$ cat src/rtl/cache_fill_ctrl.sv
// Cache fill controller: serves reads from a downstream cache, fills misses from
// memory, and writes through to memory before updating the cache line.
`timescale 1ns/1ps

module cache_fill_ctrl #(
  parameter int ADDR_WIDTH   = 8,
  parameter int LINE_WIDTH   = 32,
  parameter int FILL_TIMEOUT = 8
) (
  input  logic                  clock,
  input  logic                  reset_n,
  input  logic                  req_valid,
  output logic                  req_ready,
  input  logic                  req_write,
  input  logic [ADDR_WIDTH-1:0] req_addr,
  input  logic [LINE_WIDTH-1:0] req_wdata,
  output logic                  resp_valid,
  input  logic                  resp_ready,
  output logic [LINE_WIDTH-1:0] resp_data,
  output logic                  resp_hit,
  output logic                  resp_err,
  output logic [ADDR_WIDTH-1:0] c_addr,
  output logic [LINE_WIDTH-1:0] c_val,
  output logic                  c_read,
  output logic                  c_write,
  input  logic                  c_hit,
  input  logic [LINE_WIDTH-1:0] c_out_val,
  output logic                  mem_req_valid,
  input  logic                  mem_req_ready,
  output logic                  mem_req_write,
  output logic [ADDR_WIDTH-1:0] mem_req_addr,
  output logic [LINE_WIDTH-1:0] mem_req_wdata,
  input  logic                  mem_resp_valid,
  input  logic [LINE_WIDTH-1:0] mem_resp_data
);

  localparam int CNT_W = $clog2(FILL_TIMEOUT + 1);

  typedef enum logic [2:0] {
    IDLE, LOOKUP, CHECK, MEM_REQ, MEM_WAIT, FILL, RESP
  } state_t;

  state_t                  state, state_nxt;
  logic [ADDR_WIDTH-1:0]   addr_q;
  logic [LINE_WIDTH-1:0]   wdata_q;
  logic                    write_q;
  logic [LINE_WIDTH-1:0]   line_q;
  logic [CNT_W-1:0]        fill_cnt;
  logic                    fill_done;
  logic                    fill_tmo;

  // The cache and memory see the latched request for the whole transaction.
  assign c_addr        = addr_q;
  assign c_val         = line_q;
  assign mem_req_addr  = addr_q;
  assign mem_req_wdata = wdata_q;
  assign mem_req_write = write_q;

  // NOTE: every output of this block gets a default before the case, so no
  // path leaves a signal unassigned and no latch is inferred.
  always_comb begin
    state_nxt     = state;
    req_ready     = 1'b0;
    resp_valid    = 1'b0;
    c_read        = 1'b0;
    c_write       = 1'b0;
    mem_req_valid = 1'b0;
    fill_done     = 1'b0;
    fill_tmo      = 1'b0;
    case (state)
      IDLE: begin
        req_ready = 1'b1;
        if (req_valid) state_nxt = req_write ? MEM_REQ : LOOKUP;
      end
      LOOKUP: begin
        c_read    = 1'b1;
        state_nxt = CHECK;
      end
      CHECK: state_nxt = c_hit ? RESP : MEM_REQ;
      MEM_REQ: begin
        mem_req_valid = 1'b1;
        if (mem_req_ready) state_nxt = MEM_WAIT;
      end
      MEM_WAIT: if (mem_resp_valid) state_nxt = FILL;
      FILL: begin
        c_write = 1'b1;
        // c_hit in the first FILL cycle predates any write edge, so it is ignored.
        fill_done = c_hit && (fill_cnt != '0);
        fill_tmo  = (fill_cnt == CNT_W'(FILL_TIMEOUT - 1));
        if (fill_done || fill_tmo) state_nxt = RESP;
      end
      RESP: begin
        resp_valid = 1'b1;
        if (resp_ready) state_nxt = IDLE;
      end
      default: state_nxt = IDLE;
    endcase
  end

  // NOTE: all sequential state uses non-blocking assignments so every register
  // samples pre-edge values regardless of statement order.
  always_ff @(posedge clock or negedge reset_n) begin
    if (!reset_n) state <= IDLE;
    else          state <= state_nxt;
  end

  always_ff @(posedge clock or negedge reset_n) begin
    if (!reset_n) begin
      addr_q    <= '0;
      wdata_q   <= '0;
      write_q   <= 1'b0;
      line_q    <= '0;
      fill_cnt  <= '0;
      resp_data <= '0;
      resp_hit  <= 1'b0;
      resp_err  <= 1'b0;
    end else begin
      if (state == IDLE && req_valid) begin
        addr_q  <= req_addr;
        wdata_q <= req_wdata;
        write_q <= req_write;
      end
      if (state == CHECK && c_hit) begin
        resp_data <= c_out_val;
        resp_hit  <= 1'b1;
      end
      // A write response is only an acknowledgement; the line is the write data.
      if (state == MEM_WAIT && mem_resp_valid)
        line_q <= write_q ? wdata_q : mem_resp_data;
      fill_cnt <= (state == FILL) ? fill_cnt + CNT_W'(1) : '0;
      if (state == FILL && (fill_done || fill_tmo)) begin
        resp_data <= line_q;
        resp_hit  <= 1'b0;
        resp_err  <= !fill_done;
      end
      if (state == RESP && resp_ready) begin
        resp_hit <= 1'b0;
        resp_err <= 1'b0;
      end
    end
  end

endmodule

$ cat config.mk
export PLATFORM = sky130hd
export DESIGN_NAME = cache_fill_ctrl
export DESIGN_NICKNAME = d
export VERILOG_FILES = /design/src/rtl/cache_fill_ctrl.sv
export SDC_FILE = /design/constraint.sdc
export NUM_CORES = 1
export LEC_CHECK = 0
export BUFFER_PORTS_ARGS = -buffer_cell sky130_fd_sc_hd__buf_2
export CORE_MARGIN = 2
export CORE_UTILIZATION = 47
export DETAILED_ROUTE_END_ITERATION = 8
export PLACE_DENSITY = 0.89
export SLEW_MARGIN = 30
export SYNTH_ARGS = -nofsm -noshare
export SYNTH_HDL_FRONTEND = slang
export SYNTH_SLANG_ARGS = --single-unit
$ cat constraint.sdc
create_clock -name clock -period 2.2 [get_ports clock]
set_clock_uncertainty 0.2 [all_clocks]
set_input_delay 0.44 -clock clock [delete_from_list [all_inputs] [get_ports clock]]
set_output_delay 0.44 -clock clock [all_outputs]
set_load 0.05 [all_outputs]
# Word level (Yosys, flattened, before mapping)
# Cells that the tools add are included.
dict set report classes {
  n_addsub 1
  eq_ne 12
  n_mux 24
  reduce_logical 15
}
# op count
set ops {}
lappend ops {{$mux W32} 3}
lappend ops {{$pmux W3 S7} 1}
lappend ops {{$mux W3} 6}
lappend ops {{$mux W1} 12}
lappend ops {{$ne A2 B2 Y1 const B} 5}
lappend ops {{$eq A3 B3 Y1 const B} 3}
lappend ops {{$eq A3 B2 Y1 const B} 2}
lappend ops {{$logic_and A1 B1 Y1} 6}
lappend ops {{$reduce_and A5 Y1} 1}
lappend ops {{$add A4 B1 Y4 const B} 1}
lappend ops {{$eq A4 B3 Y1 const B} 1}
lappend ops {{$mux W4} 1}
lappend ops {{$reduce_bool A2 Y1} 2}
lappend ops {{$reduce_bool A4 Y1} 1}
lappend ops {{$eq A3 B1 Y1 const B} 1}
lappend ops {{$logic_not A3 Y1} 1}
lappend ops {{$reduce_bool A3 Y1} 1}
lappend ops {{$logic_or A1 B1 Y1} 2}
lappend ops {{$mux W2} 1}
lappend ops {{$logic_not A1 Y1} 1}
dict set report totals {
  register_bits 114
  output_inout_bits 120
  wordCells 61
}

# Logic depth before layout (Yosys ltp)
# Gate-level depths: netlist of the first run.
dict set report depth {
  ltp_word 7
  ltp_mapped 7
  ltp_nobuf 6
}

# Worst setup path before layout of the first run
# No wires, ideal clock.
dict set report synth_path {
  path_type {flip-flop to flip-flop}
  startpoint {register state[1]}
  endpoint {register addr_q[0], in the netlist c_addr[0]}
  setup_time_ns 0.125
  arrival_ns 2.413
  required_ns 1.875
  setup_slack_ns -0.538
  stages_incl_launch_ff 6
  n_path_buf 2
  synth_period_minus_slack_ns 2.738
  cell_sequence {dfrtp_1 nor3_1 and2_1 buf_2 buf_4 mux2_2}
}
dict set report synth_between {
  elab_chain_cells 2
}
# item line_no
set synth_lines {}
lappend synth_lines {{start, declared} 43} ;# state_t state, state_nxt;
lappend synth_lines {{start signal, assigned} 104} ;# else state <= state_nxt;
lappend synth_lines {{$logic_not A3 Y1} 118} ;# if (state == IDLE && req_valid) begin
lappend synth_lines {{$logic_and A1 B1 Y1} 118}
lappend synth_lines {{end signal, assigned} 119} ;# addr_q <= req_addr;
lappend synth_lines {{end, declared} 44} ;# logic [ADDR_WIDTH-1:0] addr_q;
# Every way passes these cells.
# A chain may end at the register's enable or synchronous reset.

# Worst setup path in the final report of the first run
dict set report layout_path {
  startpoint {register state[2]}
  endpoint {output resp_valid}
}
dict set report layout_between {
  elab_chain_cells 2
}
# item line_no
set layout_lines {}
lappend layout_lines {{$eq A3 B3 Y1} 70} ;# case (state)
lappend layout_lines {{$mux W1} 70}
lappend layout_lines {{end, declared} 17} ;# output logic resp_valid,
# Every way passes these cells.

==> run metrics, run 1 <==
CTS buffer count=17; Total Wirelength=14.6 mm; all-layer global routing usage=24.7%; CP Launch Type=flip-flop; final hold violations=0; first-pass GRT wire length=22.3 mm; global route hottest layer=met2; status=finished clean; final antenna-violating net count=0; M3 GR Usage=5.57%; worst-case clock buffer depth=2; #FFs+latches synth=114; Post-route DRC=0; Sink Count=114; Slew Limit Headroom=69.4%; warnings from Yosys=0; met2 capacity usage during global routing=44.8%; final slew viol count=0; Final GP Congestion=0.819; FMAX=459 MHz; DRT Pass-1 Iters=6; Setup crit end kind=output pin; worst-margin pin slew=454 ps; Avg Vias per Cell=5.10; vias=4262; Final Cycle Share=99.0%; Starting Density=48.2%; pre-CTS setup slack=111 ps; Iter 0 DRT Violations=174; largest net degree at the start of global routing=65; post-synthesis cell area=5230 µm²; IO Count=232; Critical Path Fanout Max=4; Worst Reg2Reg Path Length in Cells=7; full die area=12000 µm²; Seq/Total Area, Yosys=54.6%; Synth Area per Inst=13.1 µm²; Clock transition at path regs=60 ps; Period minus WS final=2180 ps; vias in the first global route=4520; Synth Instances=399; share of cells above drive strength 1=58.3%; Layout Nets=796; r2r setup slk=50 ps; Reg-to-Reg Start=state[1]; synth unique cells=35; final worst setup slack=21.6 ps; Clk Latency, worst-skew pair=500 ps; Post-Syn Nets=513; die width=109 µm; Rows=38; Final Setup Violations=0; WS Path Type=flip-flop to output pin; die height=109 µm; H-tree depth=4; largest cells by area after synthesis=dfrtp_1 55%, mux2_2 22%, mux2i_1 6.5%, a21oi_1 3.1%, nor2_1 2.7%; worst setup path startpoint=state[2]; ANT cells=0; cell accounting for the most synthesized area=dfrtp_1; initial antenna violation count=0; CP Data Arrival Time=1540 ps; Max-cap violations=0; root buffer cell=clkbuf_8; WP data required=1560 ps; IO buf count=231; share of the synthesized area in the top cell type=54.6%; wire length per cell=17.5 µm; r2r endpoint=state[2]; type of the most critical hold path=input pin to flip-flop; gr ovfl total=0; core area=10800 µm²; RSZ-0062 raised after global routing=true; hold path start=mem_resp_data[16]; met1 Usage GRT=27.5%; hpwl dp=9.53 mm; Synth-to-Final Area Change=46.7%; CP endpoint=resp_valid; CTS tree=built
-- final cells by class --
cell class / count / area (µm²)
clock buffers: 22 / 453
clock inverters: 10 / 109
fillers: 727 / 3170
inverters: 4 / 15.0
multi-input cells: 247 / 2170
flip-flops and latches: 114 / 2860
well taps: 140 / 175
repair buffers: 298 / 1890
-- metrics by stage --
step	instance area, µm²	std cells	setup TNS [ps]	utilization (%)	hold slack [ps]
2_1_floorplan	5240	399	0	-	-55.6
3_3_place_gp	6530	750	0	60.3	167
3_5_place_dp	6530	750	0	60.3	171
4_1_cts	7640	832	0	70.5	17.0
5_1_grt	7670	835	-123	70.8	25.1
6_report	7670	835	0	70.8	32.1
-- logic make-up (layout without fill, tap and decap cells) --
group	Yosys count	in the layout	share of synthesized area (%)
buffers and inverters	38	334	4.57
adders and majority gates	2	2	0.479
xor gates and xnor gates	2	2	0.335
AOI/OAI and AO/OA	43	43	4.88
muxes	140	140	29.4
DFF	114	114	54.6
and+or+nand+nor	60	60	5.74
-- layer usage --
metal,up-vias,wire length [µm]
met1,2098,5580
li1,1969,-
met4,0,339
met5,-,0
met2,160,7920
met3,35,779
-- worst max-delay path, stage by stage, from the launching register on --
cell and delay, ps:
dfrtp_2 430, buf_6 120, and2b_2 200, and2_4 140
buf_8 140
-- flip-flops by register name, indices dropped and copies added (netlist names) --
signal         flops
c_addr             8
resp_data         32
state              3
fill_cnt           4
mem_req_wdata     32
mem_req_write      1
resp_hit           1
resp_err           1
c_val             32
-- layout by cell type, fill, tap and decap left out, types with 2 or more instances in the layout --
master and count:
nor3_4 2, clkbuf_16 16, o21ai_0 3, dfrtp_2 4, mux2_1 3, clkinv_2 5, buf_4 17, buf_8 2
mux2i_1 34, buf_2 225, mux2_2 102, clkbuf_8 3, clkinvlp_4 2, bufinv_16 2, dfrtp_1 110, a31oi_1 2
nand2_1 3, buf_12 6, ha_1 2, inv_1 3, nor2b_4 2, clkbuf_1 3, nand3_1 3, buf_6 5
a21oi_1 32, nor2_1 38, dlygate4sd3_1 43
-- synth_stat cells, drive strengths merged --
master and instances:
a211oi 1, a21oi 33, a221o 1, a31oi 2, a32oi 1, and2 3, and2b 1, and3b 2
and4bb 1, buf 34, dfrtp 114, ha 2, inv 4, mux2 106, mux2i 34, nand2 3
nand3 3, nor2 38, nor2b 3, nor3 2, nor4 1, nor4bb 1, o21ai 4, o31ai 1
or2 1, or3 1, xnor2 1, xor2 1
-- what timing repair did --
action                                  4_1_cts  5_1_grt
hold endpoints to repair                    128        0
endpoints found under the setup margin        5        6
pin swaps                                     1        1
setup buffers                                 7        3
resized for setup                            23        4
hold buffers                                 43        0
-- worst min-delay path by stage --
stage               endpoint  slack (ps)  cells past startpoint
2_1_floorplan      c_addr[0]         -60                      0
3_3_place_gp   resp_data[23]         170                      1
3_5_place_dp        state[0]         170                      1
4_1_cts            c_val[14]          20                      3
5_1_grt            c_val[14]          30                      3
6_report           c_val[16]          30                      3
Power of run 1 is not shown: default switching activity piles up to over one toggle a cycle in this logic, so the estimate is an artifact.
==> inputs of run 2 (changes only) <==
SKIP_CTS_REPAIR_TIMING = 1   (was not set)
clock period = 2.3 ns   (was 2.2 ns; I/O delays follow)
==> run 2 against run 1 <==
  * Critical path depth down 1
  * Sequential share of layout area up 0.54 points
  * Non-clock buffer count down 7
  * Via count up 2.5%
  * Count of clock-buffer cells in the layout up 1
  * Flip-flop and latch count unchanged
  * Global-route usage down 2.2 points
  * Critical path type unchanged
  * Worst setup slack worse by 2.3 ps
  * First-iteration DRC count up 11%
==> run metrics, run 2 (synthesis results as in run 1) <==
status=finished clean; Final Cycle Share=99.2%; worst-margin pin slew=476 ps; all-layer global routing usage=22.4%; root buffer cell=clkbuf_8; Setup crit end kind=output pin; CTS tree=built; core area=10800 µm²; hpwl dp=9.69 mm; full die area=12000 µm²; WP data required=1640 ps; share of cells above drive strength 1=57.6%; Critical Path Fanout Max=11; Final Setup Violations=0; Max-cap violations=0; final hold violations=0; die width=109 µm; worst-case clock buffer depth=2; IO Count=232; placed inst area=6530 µm²; Post-route DRC=0; Post-Layout Inst Area=7560 µm²; FF+latch area=2860 µm²; Avg Vias per Cell=5.29; Clk Latency, worst-skew pair=510 ps; wire length per cell=18.0 µm; vias=4369; Slew Limit Headroom=67.9%; H-tree depth=4; ANT cells=0; Rows=38; die height=109 µm; IO buf count=231; Total Wirelength=14.9 mm; first-pass GRT wire length=20.4 mm; CP Launch Type=flip-flop; CTS buffer count=17; Fillers=730; Synth-to-Final Area Change=44.7%; vias in the first global route=4241; commonest cells after routing, fill and taps aside=226 x buf_2, 110 x dfrtp_1, 102 x mux2_2; Iter 0 DRT Violations=194; Period minus WS final=2280 ps; CP Data Arrival Time=1620 ps; Sink Count=114; WS Path Type=flip-flop to output pin; area of the multi-input gates=2160 µm²; type of the most critical hold path=input pin to flip-flop; commonest non-fill, non-tap cell in the layout=buf_2; Clock transition at path regs=50 ps; Final GP Congestion=0.873; DRT Pass-1 Iters=4; final slew viol count=0; initial antenna violation count=0; largest net degree at the start of global routing=60; gr ovfl total=0; final hold slack=30.6 ps; Starting Density=48.2%; final antenna-violating net count=0; FMAX=438 MHz; Layout Nets=789
-- run 2: cell types whose count changed in the layout (fill, tap and decap cells not counted), moves of 2 or more --
| cell | before | now |
|---|---|---|
| buf_12 | 6 | 8 |
| buf_4 | 17 | 11 |
| buf_8 | 2 | 0 |
| clkinvlp_4 | 2 | 0 |
| dlygate4sd3_1 | 43 | 41 |
-- run 2: path summary, 6_finish.rpt --
path / startpoint / end / slack (ps) / depth (start not counted)
setup / recovery: state[2] / mem_req_valid / 20 / 3
hold / removal: req_write / mem_req_write / 30 / 2
setup reg to reg: fill_cnt[0] / resp_data[11] / 130 / 6
hold reg to reg: mem_req_wdata[29] / mem_req_wdata[29] / 330 / 1
max in group asynchronous: reset_n / resp_data[20] / 1300 / 3
min in group asynchronous: reset_n / fill_cnt[1] / 300 / 3
-- run 2: metrics by stage --
step	setup WS, ps	instances	util (%)	setup TNS, ps
floorplan	16.5	399	-	0
global placement	237	749	60.2	0
detailed placement	152	749	60.2	0
CTS	-381	779	65.0	-729
global route	-51.4	826	69.8	-136
finish	19.3	826	69.8	0
-- run 2: per-layer routing --
metal | vias to the layer above | global-route usage, % | share of wire (%)
met5 | - | 0 | 0
met4 | 0 | 9.49 | 2.7
met3 | 38 | 5.99 | 6.3
met2 | 203 | 40.3 | 54
met1 | 2177 | 25.0 | 37
li1 | 1951 | - | -
-- run 2: cell type report --
type / instances / area share, %
Clock inverter: 7 / 0.794
Timing Repair Buffer: 291 / 24.3
Multi-Input combinational cell: 247 / 28.5
Sequential cell: 114 / 37.8
Clock buffer: 23 / 6.04
Tap cell: 140 / 2.32
Inverter: 4 / 0.199
-- run 2: worst max-delay path: stages (launching register included) --
cell and delay (ps):
dfrtp_2 430, buf_6 160, and3b_1 250, buf_2 290
Power of run 2 is left out for the same reason.
==> inputs of run 3 (changes only) <==
CORE_UTILIZATION = 45   (was 47)
PLACE_DENSITY = 0.86   (was 0.89)
==> run 3 against run 2 <==
  * Sequential share of layout area up 2.1 points
  * First-iteration DRC count is 9.3% higher
  * Non-clock buffer count down 44
  * Flip-flop and latch count unchanged
  * Via count is 8.7% lower
  * Core utilization is 6.8 points lower
  * Die area rose by 4.3%
  * Largest cell class unchanged
==> run metrics, run 3 (synthesis results as in run 1) <==
Period minus WS final=2280 ps; Iter 0 DRT Violations=212; worst setup path startpoint=state[0]; hold path depth=2; Final Cycle Share=99.2%; Setup crit end kind=output pin; Reg-to-Reg Start=fill_cnt[0]; Cell Chain, Critical Path=buf_4 -> and2b_2 -> and2_1 -> buf_6; WP data required=1640 ps; CP Data Arrival Time=1620 ps; Max-cap violations=0; share of cells above drive strength 1=61.0%; Slowest cell on crit path=dfrtp_2; r2r endpoint=resp_data[21]; final hold violations=0; critical path depth=4; status=finished clean; Avg Vias per Cell=5.06; CP endpoint=resp_valid; vias=3989; root buffer cell=clkbuf_16; IO Count=232; Top Family by Delay on Critical Path=flip-flops; gr ovfl total=0; core area=11400 µm²; final slew viol count=0; Post-route DRC=0; Total Wirelength=13.3 mm; Buf/Inv on CP=2; met2 capacity usage during global routing=36.9%; commonest non-fill, non-tap cell in the layout=buf_2; Finished Core Util=63.0%; worst-case clock buffer depth=2; DRT Pass-1 Iters=4; Clock transition at path regs=50 ps; met1 Usage GRT=25.2%; Post-Layout Inst Area=7160 µm²; Synth-to-Final Area Change=37.0%; Starting Density=46.0%; placed inst area=6500 µm²; Sink Count=114; die height=112 µm; commonest cells after routing, fill and taps aside=227 x buf_2, 110 x dfrtp_1, 102 x mux2_2; Worst Reg2Reg Path Length in Cells=6; Critical Path Fanout Max=9; all-layer global routing usage=21.2%; r2r setup slk=130 ps; largest net degree at the start of global routing=115; Slew Limit Headroom=55.9%; M3 GR Usage=5.06%; Final GP Congestion=0.839; WS Path Type=flip-flop to output pin; die width=112 µm; Clk Latency, worst-skew pair=400 ps; IO buf count=231; Rows=39; wire length per cell=16.9 µm; initial antenna violation count=1; vias in the first global route=4111; hpwl dp=9.41 mm; Final Setup Violations=0; full die area=12500 µm²; type of the most critical hold path=input pin to flip-flop; FMAX=438 MHz; Fillers=869; final hold slack=87.4 ps; Layout Nets=745; CTS buffer count=17; H-tree depth=4; slowest stage delay, CP=480 ps; CTS tree=built; first-pass GRT wire length=20.9 mm; global route hottest layer=met2; final antenna-violating net count=0; CP Launch Type=flip-flop; worst-margin pin slew=661 ps
==> run 3: changes by cell type in the layout (fill, tap and decap cells not counted), sizes merged <==
cell / delta
buf: -6
bufinv: +2
clkbuf: +1
clkinvlp: +1
diode: +1
dlygate4sd3: -40
==> run 3: worst min-delay path by stage <==
stage	from	endpoint	slack, ps
2_1_floorplan	reset_n	c_addr[0]	-40
3_3_place_gp	fill_cnt[0]	fill_cnt[0]	270
3_5_place_dp	fill_cnt[0]	fill_cnt[0]	300
4_1_cts	reset_n	resp_err	-40
5_1_grt	req_wdata[14]	mem_req_wdata[14]	70
6_report	req_addr[6]	c_addr[6]	90
==> run 3: routing by layer <==
layer	wire (µm)	vias to the layer above	part of all wire, %
li1	-	1870	-
met1	5350	1930	40
met2	6990	168	52
met3	766	21	5.7
met4	238	0	1.8
met5	0	-	0
==> run 3: through the flow <==
stage          TNS [ps]  setup WS, ps  instances
2_1_floorplan         0          16.5        399
3_3_place_gp          0           265        751
3_5_place_dp          0           187        751
4_1_cts            -425          -266        783
5_1_grt           -65.8         -26.3        788
6_report              0          19.1        788
==> run 3: layout make-up <==
type | count | area, µm² | area share, %
Sequential cell | 114 | 2860 | 39.9
Clock inverter | 10 | 131 | 1.83
Clock buffer | 22 | 474 | 6.62
Timing Repair Buffer | 247 | 1360 | 18.9
Inverter | 4 | 15.0 | 0.210
Tap cell | 143 | 179 | 2.50
Antenna cell | 1 | 2.50 | 0.0349
Multi-Input combinational cell | 247 | 2150 | 30.0
Power of run 3 is left out for the same reason.
